[config.mk]
export PLATFORM = sky130hd
export DESIGN_NAME = count_enable_gen
export DESIGN_NICKNAME = d
export VERILOG_FILES = /design/src/rtl/count_enable_gen.sv
export SDC_FILE = /design/constraint.sdc
export NUM_CORES = 1
export LEC_CHECK = 0
export ABC_AREA = 1
export BUFFER_PORTS_ARGS = -buffer_cell sky130_fd_sc_hd__buf_2
export CAP_MARGIN = 20
export CORE_ASPECT_RATIO = 0.5
export CORE_UTILIZATION = 30
export CTS_BUF_LIST = sky130_fd_sc_hd__clkbuf_8
export DETAILED_ROUTE_END_ITERATION = 8
export GPL_ROUTABILITY_DRIVEN = 1
export GPL_TIMING_DRIVEN = 0
export PLACE_DENSITY = 0.47
export SYNTH_ARGS = -nofsm -noshare
export SYNTH_HDL_FRONTEND = slang
export SYNTH_SLANG_ARGS = --single-unit
[constraint.sdc]
create_clock -name i_clk -period 2.27 [get_ports i_clk]
set_input_delay 0.227 -clock i_clk [delete_from_list [all_inputs] [get_ports i_clk]]
set_output_delay 0.227 -clock i_clk [all_outputs]
set_load 0.05 [all_outputs]
[src/rtl/count_enable_gen.sv]
// Purpose: programmable enable-pulse generator feeding the downstream counter's enable input.
// Latency: first enable in RUN cycle div (one cycle after start is sampled starts RUN).
// Backpressure: none; start/stop are level requests sampled only in IDLE/RUN respectively.
//
// Port summary:
//   i_clk          clock, rising edge
//   i_rst          asynchronous active-low reset
//   i_start        run request (IDLE only)
//   i_stop         abort request (RUN only)
//   i_mode         0 = continuous, 1 = burst (captured at start)
//   i_div          enable period minus one (captured at start)
//   i_burst_len    pulses per burst (captured at start)
//   i_pause        hold divider/count, mask enable (only with COUNT_ENABLE_GEN_PAUSE_EN)
//   o_enb          one-cycle enable pulse
//   o_busy         high while running
//   o_done         one-cycle pulse when a burst completes
//   o_tick_cnt     pulses issued in the current or last run
//
// Optional feature macro: COUNT_ENABLE_GEN_PAUSE_EN adds the i_pause input.

module count_enable_gen #(
  parameter int DIV_W   = 8,
  parameter int BURST_W = 8
) (
  input  logic               i_clk,
  input  logic               i_rst,
  input  logic               i_start,
  input  logic               i_stop,
  input  logic               i_mode,
  input  logic [DIV_W-1:0]   i_div,
  input  logic [BURST_W-1:0] i_burst_len,
`ifdef COUNT_ENABLE_GEN_PAUSE_EN
  input  logic               i_pause,
`endif
  output logic               o_enb,
  output logic               o_busy,
  output logic               o_done,
  output logic [BURST_W-1:0] o_tick_cnt
);

  typedef enum logic [1:0] {
    S_IDLE   = 2'd0,
    S_RUN    = 2'd1,
    S_FINISH = 2'd2
  } state_t;

  state_t             r_state;
  logic               r_mode;
  logic [DIV_W-1:0]   r_div;
  logic [DIV_W-1:0]   r_div_cnt;
  logic [BURST_W-1:0] r_burst_len;
  logic [BURST_W-1:0] r_tick_cnt;

  logic               w_pause;
  logic               w_div_zero;
  logic               w_enb;
  logic [BURST_W-1:0] w_tick_nxt;
  logic               w_last;

`ifdef COUNT_ENABLE_GEN_PAUSE_EN
  assign w_pause = i_pause;
`else
  assign w_pause = 1'b0;
`endif

  assign w_div_zero = (r_div_cnt == '0);
  // Pause masks the pulse in the same cycle; without the pause feature this
  // is purely a decode of registered state.
  assign w_enb      = (r_state == S_RUN) && w_div_zero && !w_pause;
  assign w_tick_nxt = r_tick_cnt + 1'b1;
  // The pulse being issued now is the final one of the burst.
  assign w_last     = r_mode && (w_tick_nxt == r_burst_len);

  always_ff @(posedge i_clk or negedge i_rst) begin
    if (!i_rst) begin
      r_state     <= S_IDLE;
      r_mode      <= 1'b0;
      r_div       <= '0;
      r_div_cnt   <= '0;
      r_burst_len <= '0;
      r_tick_cnt  <= '0;
    end else begin
      case (r_state)
        S_IDLE: begin
          if (i_start) begin
            r_mode      <= i_mode;
            r_div       <= i_div;
            r_burst_len <= i_burst_len;
            r_div_cnt   <= i_div;
            r_tick_cnt  <= '0;
            // An empty burst skips RUN entirely and just reports done.
            r_state     <= (i_mode && (i_burst_len == '0)) ? S_FINISH : S_RUN;
          end
        end
        S_RUN: begin
          // A pulse shown this cycle counts even when stop aborts the run.
          if (w_enb) begin
            r_tick_cnt <= w_tick_nxt;
          end
          if (i_stop) begin
            r_state <= S_IDLE;
          end else if (w_pause) begin
            r_div_cnt <= r_div_cnt;
          end else if (w_div_zero) begin
            r_div_cnt <= r_div;
            if (w_last) begin
              r_state <= S_FINISH;
            end
          end else begin
            r_div_cnt <= r_div_cnt - 1'b1;
          end
        end
        S_FINISH: begin
          r_state <= S_IDLE;
        end
        default: begin
          r_state <= S_IDLE;
        end
      endcase
    end
  end

  assign o_enb      = w_enb;
  assign o_busy     = (r_state == S_RUN);
  assign o_done     = (r_state == S_FINISH);
  assign o_tick_cnt = r_tick_cnt;

endmodule

## Word level (Yosys, flattened, before mapping)

Index checks and enable logic that the tools add are counted.

- Word-level logic and storage cells: 40
- Register bits: 35
- Output and inout bits: 11
- Bits of input ports: 21

- Equal/unequal tests: 8
- Reduce and logical (&&, ||, !) cells: 11
- $add $sub $neg: 2
- Mux-type cells: 13

Operator list:

| operator | number |
|---|---|
| 2-to-1 mux 8 bit | 5 |
| one-hot mux 8 bit (2 select lines) | 2 |
| zero test 8 bit | 2 |
| 2-to-1 mux 2 bit | 5 |
| AND reduction 3 bit | 3 |
| adder 8 x 1 -> 8 bit (second input constant) | 1 |
| equality test 8 bit | 1 |
| subtractor 8 x 1 -> 8 bit (second input constant) | 1 |
| != test 2 bit (second input constant) | 3 |
| != test 3 x 2 -> 1 bit (second input constant) | 2 |
| one-hot mux 2 bit (2 select lines) | 1 |
| logical AND 1 bit | 3 |
| equality test 2 x 1 -> 1 bit (second input constant) | 1 |
| equality test 2 bit (second input constant) | 1 |
| zero test 2 bit | 1 |
| AND reduction 2 bit | 1 |
| nonzero test 2 bit | 1 |

## Depth between registers and ports, before layout

Gate-level depths: netlist of the first run.

- Depth after elaboration: 7
- Depth in mapped cells: 12
- Gate-level depth less buffers: 11

## Worst setup path after synthesis of the first run

No wires, ideal clock.

- Kind: reg2reg
- Start point: reg r_tick_cnt[0], in the netlist o_tick_cnt[0]
- End point: reg r_state[1]
- Period minus slack after synthesis: 1887 ps
- Data arrival time: 1760 ps
- Stages on the path, launching flop included: 10
- Library setup time: 128 ps
- Buffers on the path: 0
- Path slack: 383 ps
- Required time: 2142 ps
- Cell sequence: dfrtp_1 -> ha_1 -> nand3_1 -> nor2_1 -> nand2_1 -> and2_1 -> nor2_1 -> nor2_1 -> nand2_1 -> a21oi_1

- Longest elaborated chain between the ends: 5

Ends and longest elaborated chain:

| what | line | RTL |
|---|---|---|
| from (decl) | 52 | `logic [BURST_W-1:0] r_tick_cnt;` |
| from (signal assigned) | 98 | `r_tick_cnt <= w_tick_nxt;` |
| adder 8 x 1 -> 8 bit | 70 | `assign w_tick_nxt = r_tick_cnt + 1'b1;` |
| equality test 8 bit | 72 | `assign w_last = r_mode && (w_tick_nxt == r_burst_len);` |
| logical AND 1 bit | 72 |  |
| != test 3 x 2 -> 1 bit (no source line) | -- |  |
| AND reduction 3 bit (no source line) | -- |  |
| to (signal assigned) | 92 | `r_state <= (i_mode && (i_burst_len == '0)) ? S_FINISH : S_RUN;` |
| to (decl) | 47 | `state_t r_state;` |

Every way passes these cells.
A chain may end at the register's enable or synchronous reset.

## Worst setup path after layout of the first run

- Start point: reg r_div_cnt[0]
- End point: out o_enb

- Longest elaborated chain between the ends: 2

Ends and longest elaborated chain:

| what | line | RTL |
|---|---|---|
| from (decl) | 50 | `logic [DIV_W-1:0] r_div_cnt;` |
| from (signal assigned) | 89 | `r_div_cnt <= i_div;` |
| from (signal assigned) | 103 | `r_div_cnt <= r_div_cnt;` |
| from (signal assigned) | 105 | `r_div_cnt <= r_div;` |
| zero test 8 bit | 66 | `assign w_div_zero = (r_div_cnt == '0);` |
| logical AND 1 bit | 69 | `assign w_enb = (r_state == S_RUN) && w_div_zero && !w_pause;` |
| to (decl) | 35 | `output logic o_enb,` |

Every way passes these cells.

==> metrics, run 1 <==
status completed; Residual DRC 0; WL final 5020 um; I/O Pins 32; post-route design area roughly 2400 um^2; Tot Pwr 2.45 mW; class of the tightest hold or removal check in2async; category of cells accounting for the largest share of critical-path delay buffers and inverters; standard-cell row count 20; ordered list of cells on the worst path inv_1 -> ha_1 -> nand2_1 -> nor2_1 -> nand2_1 -> nor2_4 -> buf_4 -> clkbuf_4; sequential fraction of the synthesis area 43.8%; kind of capture point of the worst setup path output port; width of the chip approximately 120 um; basic-gate share of the synthesized area counting and, or, nand and nor cells 30.4%; antenna violations before repair 0; reg-to-reg setup timing slack 0.45 ns; peak supply drop 302 uV; Vias per Instance 4.65; number of nets in the synthesized netlist around 300; area fraction in compound gates after synthesis between 10% and 20%; insertion delay to the later sink of the worst-skew pair 0.30 ns; beginning of the worst register-to-register path o_tick_cnt[0]; max-slew headroom at the worst pin between 40% and 50%; total number of vias 1,857; cell at the root of the clock tree sky130_fd_sc_hd__clkbuf_8; number of levels the H-tree was split into 2; setup repair after global routing missed its margin false; max-cap viol count 0; Final ANT Viol Nets 0; Post-Syn Area per Cell 7.35 um^2; TritonCTS buffer count 5; number of slew-limit violations in the final report 0; share of synthesized cell area in full adder, half adder and majority cells 1.88%; hold violation count in the final report 0; Initial DRT Pass Iterations 4; area post-placement 2260 um^2; setup clock skew after layout 0.00712 ns; total of fill cells in the finished design 694; WP data arrival 1.84 ns; launching element of the worst setup path r_div_cnt[0]; type of element launching the critical path flip-flop; slew at the pin closest to its max-slew limit between 0.8 and 0.9 ns; Final period util 91.0%; netlist area before placement 2000 um^2; Crit Reg-Reg Endpoint r_state[1]; maximum number of pins on one net before global-route repair 36; Worst R2R Path Depth 9; Period minus WS final 2.07 ns; Post-Synth XOR/XNOR Area 2.63%; flip-flop and latch count after synthesis 35; total of endpoints with negative setup slack in the final report 0; per-cell routed wire length 12.6 um; DP Wirelength around 3700 um; Power Dens Cells 1030 nW/um^2; combined buffer and inverter count along the critical path 3; Die Area 7010 um^2; global-route total usage across every layer 16.5%; clock-pin slew of the registers on the worst-case setup and hold paths 0.07 ns; share of cells above drive strength 1 16.7%; Slowest Stage Delay on Critical Path 0.41 ns; maximum root-to-sink buffer count 2; LEAKAGE 1.21 nW; vias in the first global route 1,823; grt total ovfl 0; post-synthesis mux area share 0%; count of distinct cell types in the synthesized netlist 31; starting utilization of the core area 31.9%; FMAX 0.484 GHz; WS Path Type reg2out; depth of the critical timing path with buffers and inverters included 8; Floorplan Core Area 6260 um^2; cells after synthesis 272; clock tree from TritonCTS done; Worst Path Required 2.04 ns; drt first-iter violations 61; maximum fanout along the worst path 10; main combinational cell family by area after synthesis simple AND/OR/NAND/NOR gates; GPL Wtd Cong 0.779; P&R area growth vs syn 18.8%; sink count of the clock tree 35; setup TNS 0 ns; capture point of the worst path o_enb; number of buffer cells added on primary ports 31; synthesis warning total 0; slowest cell on the critical path sky130_fd_sc_hd__dfrtp_1; critical path's most frequent cell sky130_fd_sc_hd__nand2_1; first-pass GRT wire length 8630 um; die extent in y 59.7 um; Layout Nets 334; ANT cells 0
## through the flow
step                setup slack (ns)  utilization, %  hold slack (ns)  cells
CTS                          0.00932            37.8           0.0441    399
finish                         0.204            37.9           0.0243    399
global route                  0.0298            37.9           0.0816    399
detailed placement             0.349            36.2            0.375    391
floorplan                      0.383               -          -0.0686    272
global placement               0.328            36.2            0.380    391
## Yosys cell counts
cell type,n,area share [%]
sky130_fd_sc_hd__a21oi_1,6,1.5
sky130_fd_sc_hd__a21oi_2,3,1.3
sky130_fd_sc_hd__a22oi_1,1,0.38
sky130_fd_sc_hd__a31oi_1,1,0.31
sky130_fd_sc_hd__a41oi_1,1,0.44
sky130_fd_sc_hd__and2_1,1,0.31
sky130_fd_sc_hd__buf_2,3,0.75
sky130_fd_sc_hd__clkbuf_1,2,0.38
sky130_fd_sc_hd__dfrtp_1,35,44
sky130_fd_sc_hd__ha_1,3,1.9
sky130_fd_sc_hd__inv_1,39,7.3
sky130_fd_sc_hd__inv_2,1,0.19
sky130_fd_sc_hd__inv_4,2,0.63
sky130_fd_sc_hd__nand2_1,87,16
sky130_fd_sc_hd__nand2_8,1,1.0
sky130_fd_sc_hd__nand3_1,23,5.8
sky130_fd_sc_hd__nand3b_1,1,0.38
sky130_fd_sc_hd__nand4_1,4,1.3
sky130_fd_sc_hd__nor2_1,16,3.0
sky130_fd_sc_hd__nor2_2,1,0.31
sky130_fd_sc_hd__nor2_4,1,0.56
sky130_fd_sc_hd__nor3_1,3,0.75
sky130_fd_sc_hd__o211ai_1,4,1.5
sky130_fd_sc_hd__o21ai_0,17,4.3
sky130_fd_sc_hd__o21ai_1,5,1.3
sky130_fd_sc_hd__o22ai_1,2,0.63
sky130_fd_sc_hd__o31ai_1,1,0.38
sky130_fd_sc_hd__or2_2,1,0.31
sky130_fd_sc_hd__or2_4,1,0.44
sky130_fd_sc_hd__xnor2_1,1,0.44
sky130_fd_sc_hd__xor2_1,5,2.2
## layout make-up
| class | count | area [um^2] | area share, % |
|---|---|---|---|
| buffer | 5 | 25.0 | 1.05 |
| clock buffer | 7 | 96.3 | 4.06 |
| clock inverter | 1 | 3.75 | 0.158 |
| inverter | 42 | 163 | 6.85 |
| multi-input combinational | 190 | 942 | 39.7 |
| sequential | 35 | 876 | 36.9 |
| tap | 88 | 110 | 4.64 |
| timing repair buffer | 31 | 158 | 6.64 |
## worst register-to-register path: stages, from the launching register on
cell and delay (ns):
sky130_fd_sc_hd__dfrtp_1 0.50, sky130_fd_sc_hd__ha_1 0.36, sky130_fd_sc_hd__inv_1 0.05, sky130_fd_sc_hd__nand2_1 0.05, sky130_fd_sc_hd__nand3_1 0.06, sky130_fd_sc_hd__nor3_1 0.28
sky130_fd_sc_hd__nand3_1 0.11, sky130_fd_sc_hd__nor2_1 0.10, sky130_fd_sc_hd__nand2_1 0.09, sky130_fd_sc_hd__a21oi_1 0.15
## report_power, final
| part | switching (mW) | total [mW] | internal (mW) |
|---|---|---|---|
| Combinational | 0.585 | 0.899 | 0.314 |
| Sequential | 0.187 | 1.04 | 0.854 |
| Clock | 0.242 | 0.515 | 0.273 |
## logic make-up (layout without fill, tap and decap cells)
group,after synthesis,count (layout)
xor gates and xnor gates,6,6
DFF,35,35
and+or+nand+nor,140,140
AOI/OAI and AO/OA,41,41
buffers and inverters,47,86
adders and majority gates,3,3
## layer usage
metal	vias up	track usage (%)	routed length, um
li1	938	-	-
met1	883	20.1	2410
met2	27	28.0	2330
met3	9	4.48	183
met4	0	7.79	106
met5	-	0	0
## layout by cell type, fill, tap and decap left out, drive strengths merged
cell type and instances:
clkbuf 10, a22oi 1, a41oi 1, a21oi 9
nand4 4, ha 3, nand3b 1, nor2 18
and2 1, o31ai 1, or2 2, a31oi 1
nand3 23, nand2 88, inv 43, nor3 3
xnor2 1, buf 33, o211ai 4, o21ai 22
xor2 5, dfrtp 35, o22ai 2
## registers in the layout (all words and copies together) (netlist names)
signal	count
r_div_cnt	8
r_burst_len	8
o_tick_cnt	8
r_state	2
r_div	8
r_mode	1
## how the worst min path moves through the flow
stage                      from             end  slack (ns)
after floorplan           i_rst   o_tick_cnt[0]       -0.07
after global placement    i_rst        r_div[2]        0.38
after detailed placement  i_rst        r_div[2]        0.37
after CTS                 i_rst        r_div[2]        0.04
after global routing      i_rst  r_burst_len[0]        0.08
final                     i_rst        r_div[2]        0.02
## repair_timing
item	4_1_cts	5_1_grt
hold buffers	0	0
gates resized for setup	0	4
buffers inserted	0	0
endpoints found under the setup margin	0	1
(Power assumes the default switching activity.)
==> run 2, diff against run 1 <==
--- a/config.mk
+++ b/config.mk
@@ -7,14 +7,13 @@
 export LEC_CHECK = 0
 export ABC_AREA = 1
 export BUFFER_PORTS_ARGS = -buffer_cell sky130_fd_sc_hd__buf_2
-export CAP_MARGIN = 20
 export CORE_ASPECT_RATIO = 0.5
 export CORE_UTILIZATION = 30
 export CTS_BUF_LIST = sky130_fd_sc_hd__clkbuf_8
 export DETAILED_ROUTE_END_ITERATION = 8
-export GPL_ROUTABILITY_DRIVEN = 1
 export GPL_TIMING_DRIVEN = 0
 export PLACE_DENSITY = 0.47
+export REMOVE_ABC_BUFFERS = 1
 export SYNTH_ARGS = -nofsm -noshare
 export SYNTH_HDL_FRONTEND = slang
 export SYNTH_SLANG_ARGS = --single-unit
==> run 2 against run 1 <==
- critical path type unchanged
- fmax up 4.8%
- clock skew about the same
- die area unchanged
- via count down 2.6%
- sequential share of layout area down 0.65 points
- first-iteration DRC count up 20%
- non-clock buffer count unchanged
- flip-flop and latch count unchanged
- register-to-register slack worse by 0.03 ns
- clock-buffer cell count down 1
==> metrics, run 2 (synthesis results as in run 1) <==
GPL Wtd Cong 0.830; area post-placement 2240 um^2; wire length on met2 ~2200 um; die extent in y 59.7 um; LEAKAGE 1.23 nW; highest routing layer actually used met4; global-route total usage across every layer 15.1%; slowest cell on the critical path sky130_fd_sc_hd__dfrtp_1; starting utilization of the core area around a third; class of the tightest hold or removal check in2async; combined buffer and inverter count along the critical path 2; WP data arrival 1.74 ns; Layout Nets 334; ordered list of cells on the worst path inv_1 -> ha_1 -> nand2_1 -> nor2_1 -> nand2_1 -> nor2_4 -> buf_2; hold violation count in the final report 0; category of cells accounting for the largest share of critical-path delay simple AND/OR/NAND/NOR gates; number of buffer cells added on primary ports 31; TritonCTS buffer count 5; hold buffer count at cts 0; standard-cell row count 20; Final ANT Viol Nets 0; Slowest Stage Delay on Critical Path 0.41 ns; kind of capture point of the worst setup path output port; WS Path Type reg2out; sink count of the clock tree 35; Final WS setup 0.298 ns; slew at the pin closest to its max-slew limit between 0.8 and 0.9 ns; I/O Pins 32; Floorplan Core Area 6260 um^2; status completed; clock tree from TritonCTS done; vias in the first global route around 1,700; width of the chip 117 um; Power Dens Cells between 1000 and 1500 nW/um^2; clock-pin slew of the registers on the worst-case setup and hold paths 0.07 ns; number of levels the H-tree was split into 2; ANT cells 0; Die Area 7010 um^2; Vias per Instance between 4 and 5; grt total ovfl 0; insertion delay to the later sink of the worst-skew pair 0.29 ns; per-cell routed wire length 12.1 um; setup repair after global routing missed its margin false; total number of vias about 1,800; most frequent cells in the layout sky130_fd_sc_hd__nand2_1 (86), sky130_fd_sc_hd__inv_1 (39), sky130_fd_sc_hd__dfrtp_1 (35); most common cell after layout, fill and taps aside sky130_fd_sc_hd__nand2_1; max-slew headroom at the worst pin 44.9%; type of element launching the critical path flip-flop; WL final 4850 um; total of endpoints with negative setup slack in the final report 0; max-cap viol count 0; P&R area growth vs syn 20.9%; share of cells above drive strength 1 18.0%; Initial DRT Pass Iterations 4; beginning of the worst register-to-register path r_div_cnt[0]; drt first-iter violations 73; maximum root-to-sink buffer count 2; Met3 Wirelength between 100 and 150 um; first-pass GRT wire length 8150 um; routed length on met1 ~2400 um; Tot Pwr between 2 and 3 mW; Worst R2R Path Depth 10; critical path's most frequent cell sky130_fd_sc_hd__nand2_1; FMAX 0.507 GHz; maximum fanout along the worst path 5; Worst Path Required 2.04 ns; cell at the root of the clock tree sky130_fd_sc_hd__clkbuf_8; post-route design area 2420 um^2; setup clock skew after layout 0.00709 ns; DP Wirelength 3300 um; maximum number of pins on one net before global-route repair 36; total of fill cells in the finished design 674; Period minus WS final slightly below 2 ns; placement-stage worst setup slack -0.0546 ns; peak supply drop between 200 and 300 uV; reg-to-reg setup timing slack 0.42 ns; Final period util between 80% and 90%; number of slew-limit violations in the final report 0; Crit Reg-Reg Endpoint o_tick_cnt[5]; Residual DRC 0; antenna violations before repair 0
run 2: worst max path at each step:
stage	from	endpoint	slack, ns	cells after the start
after floorplan	r_state[1]	o_tick_cnt[0]	0.05	6
after global placement	r_div_cnt[0]	o_tick_cnt[5]	-0.05	9
after detailed placement	r_div_cnt[0]	o_tick_cnt[5]	-0.05	9
after CTS	r_state[1]	r_div_cnt[1]	0.004	8
after global routing	r_state[1]	r_div_cnt[0]	0.21	8
final	r_div_cnt[0]	o_enb	0.30	7
run 2: power by group:
group	internal [mW]	total [mW]	switching (mW)
sequential	0.854	1.04	0.184
clock	0.356	0.594	0.238
combinational	0.310	0.884	0.573
total	1.52	2.52	0.995
run 2: routing by layer:
metal / track usage [%] / up-vias
li1: - / 947
met1: 18.4 / 827
met2: 27.0 / 25
met3: 2.96 / 10
met4: 6.12 / 0
met5: 0 / -
run 2: what timing repair did:
action,in CTS,in global routing
pin swaps,0,1
gates resized for setup,1,1
buffers inserted,0,5
setup endpoints to repair,7,22
gates cloned,0,0
run 2: stage by stage:
step                      TNS, ns  instances  hold WS [ns]  utilization, %
after floorplan                 0        267       -0.0686               -
after detailed placement   -0.279        386         0.381            35.8
after global placement     -0.219        386         0.375            35.8
after global routing            0        399        0.0831            38.6
final                           0        399        0.0314            38.6
after CTS                       0        394        0.0554            37.8
run 2: worst register-to-register path, delay by kind of cell, from the launching register on:
family	cells	cell delay [ns]
AND/OR/NAND/NOR	5	0.72
flip-flops	1	0.41
AO/OA/AOI/OAI	1	0.12
adder cells (fa/ha/maj)	1	0.15
buffers and inverters	3	0.33
run 2: layout make-up:
type,count,area [um^2],area share (%)
Clock buffer,6,82.6,3.42
Clock inverter,2,35.0,1.45
Inverter,42,163,6.73
Multi-Input combinational cell,190,945,39.1
Sequential cell,35,876,36.3
Tap cell,88,110,4.56
Timing Repair Buffer,36,205,8.49
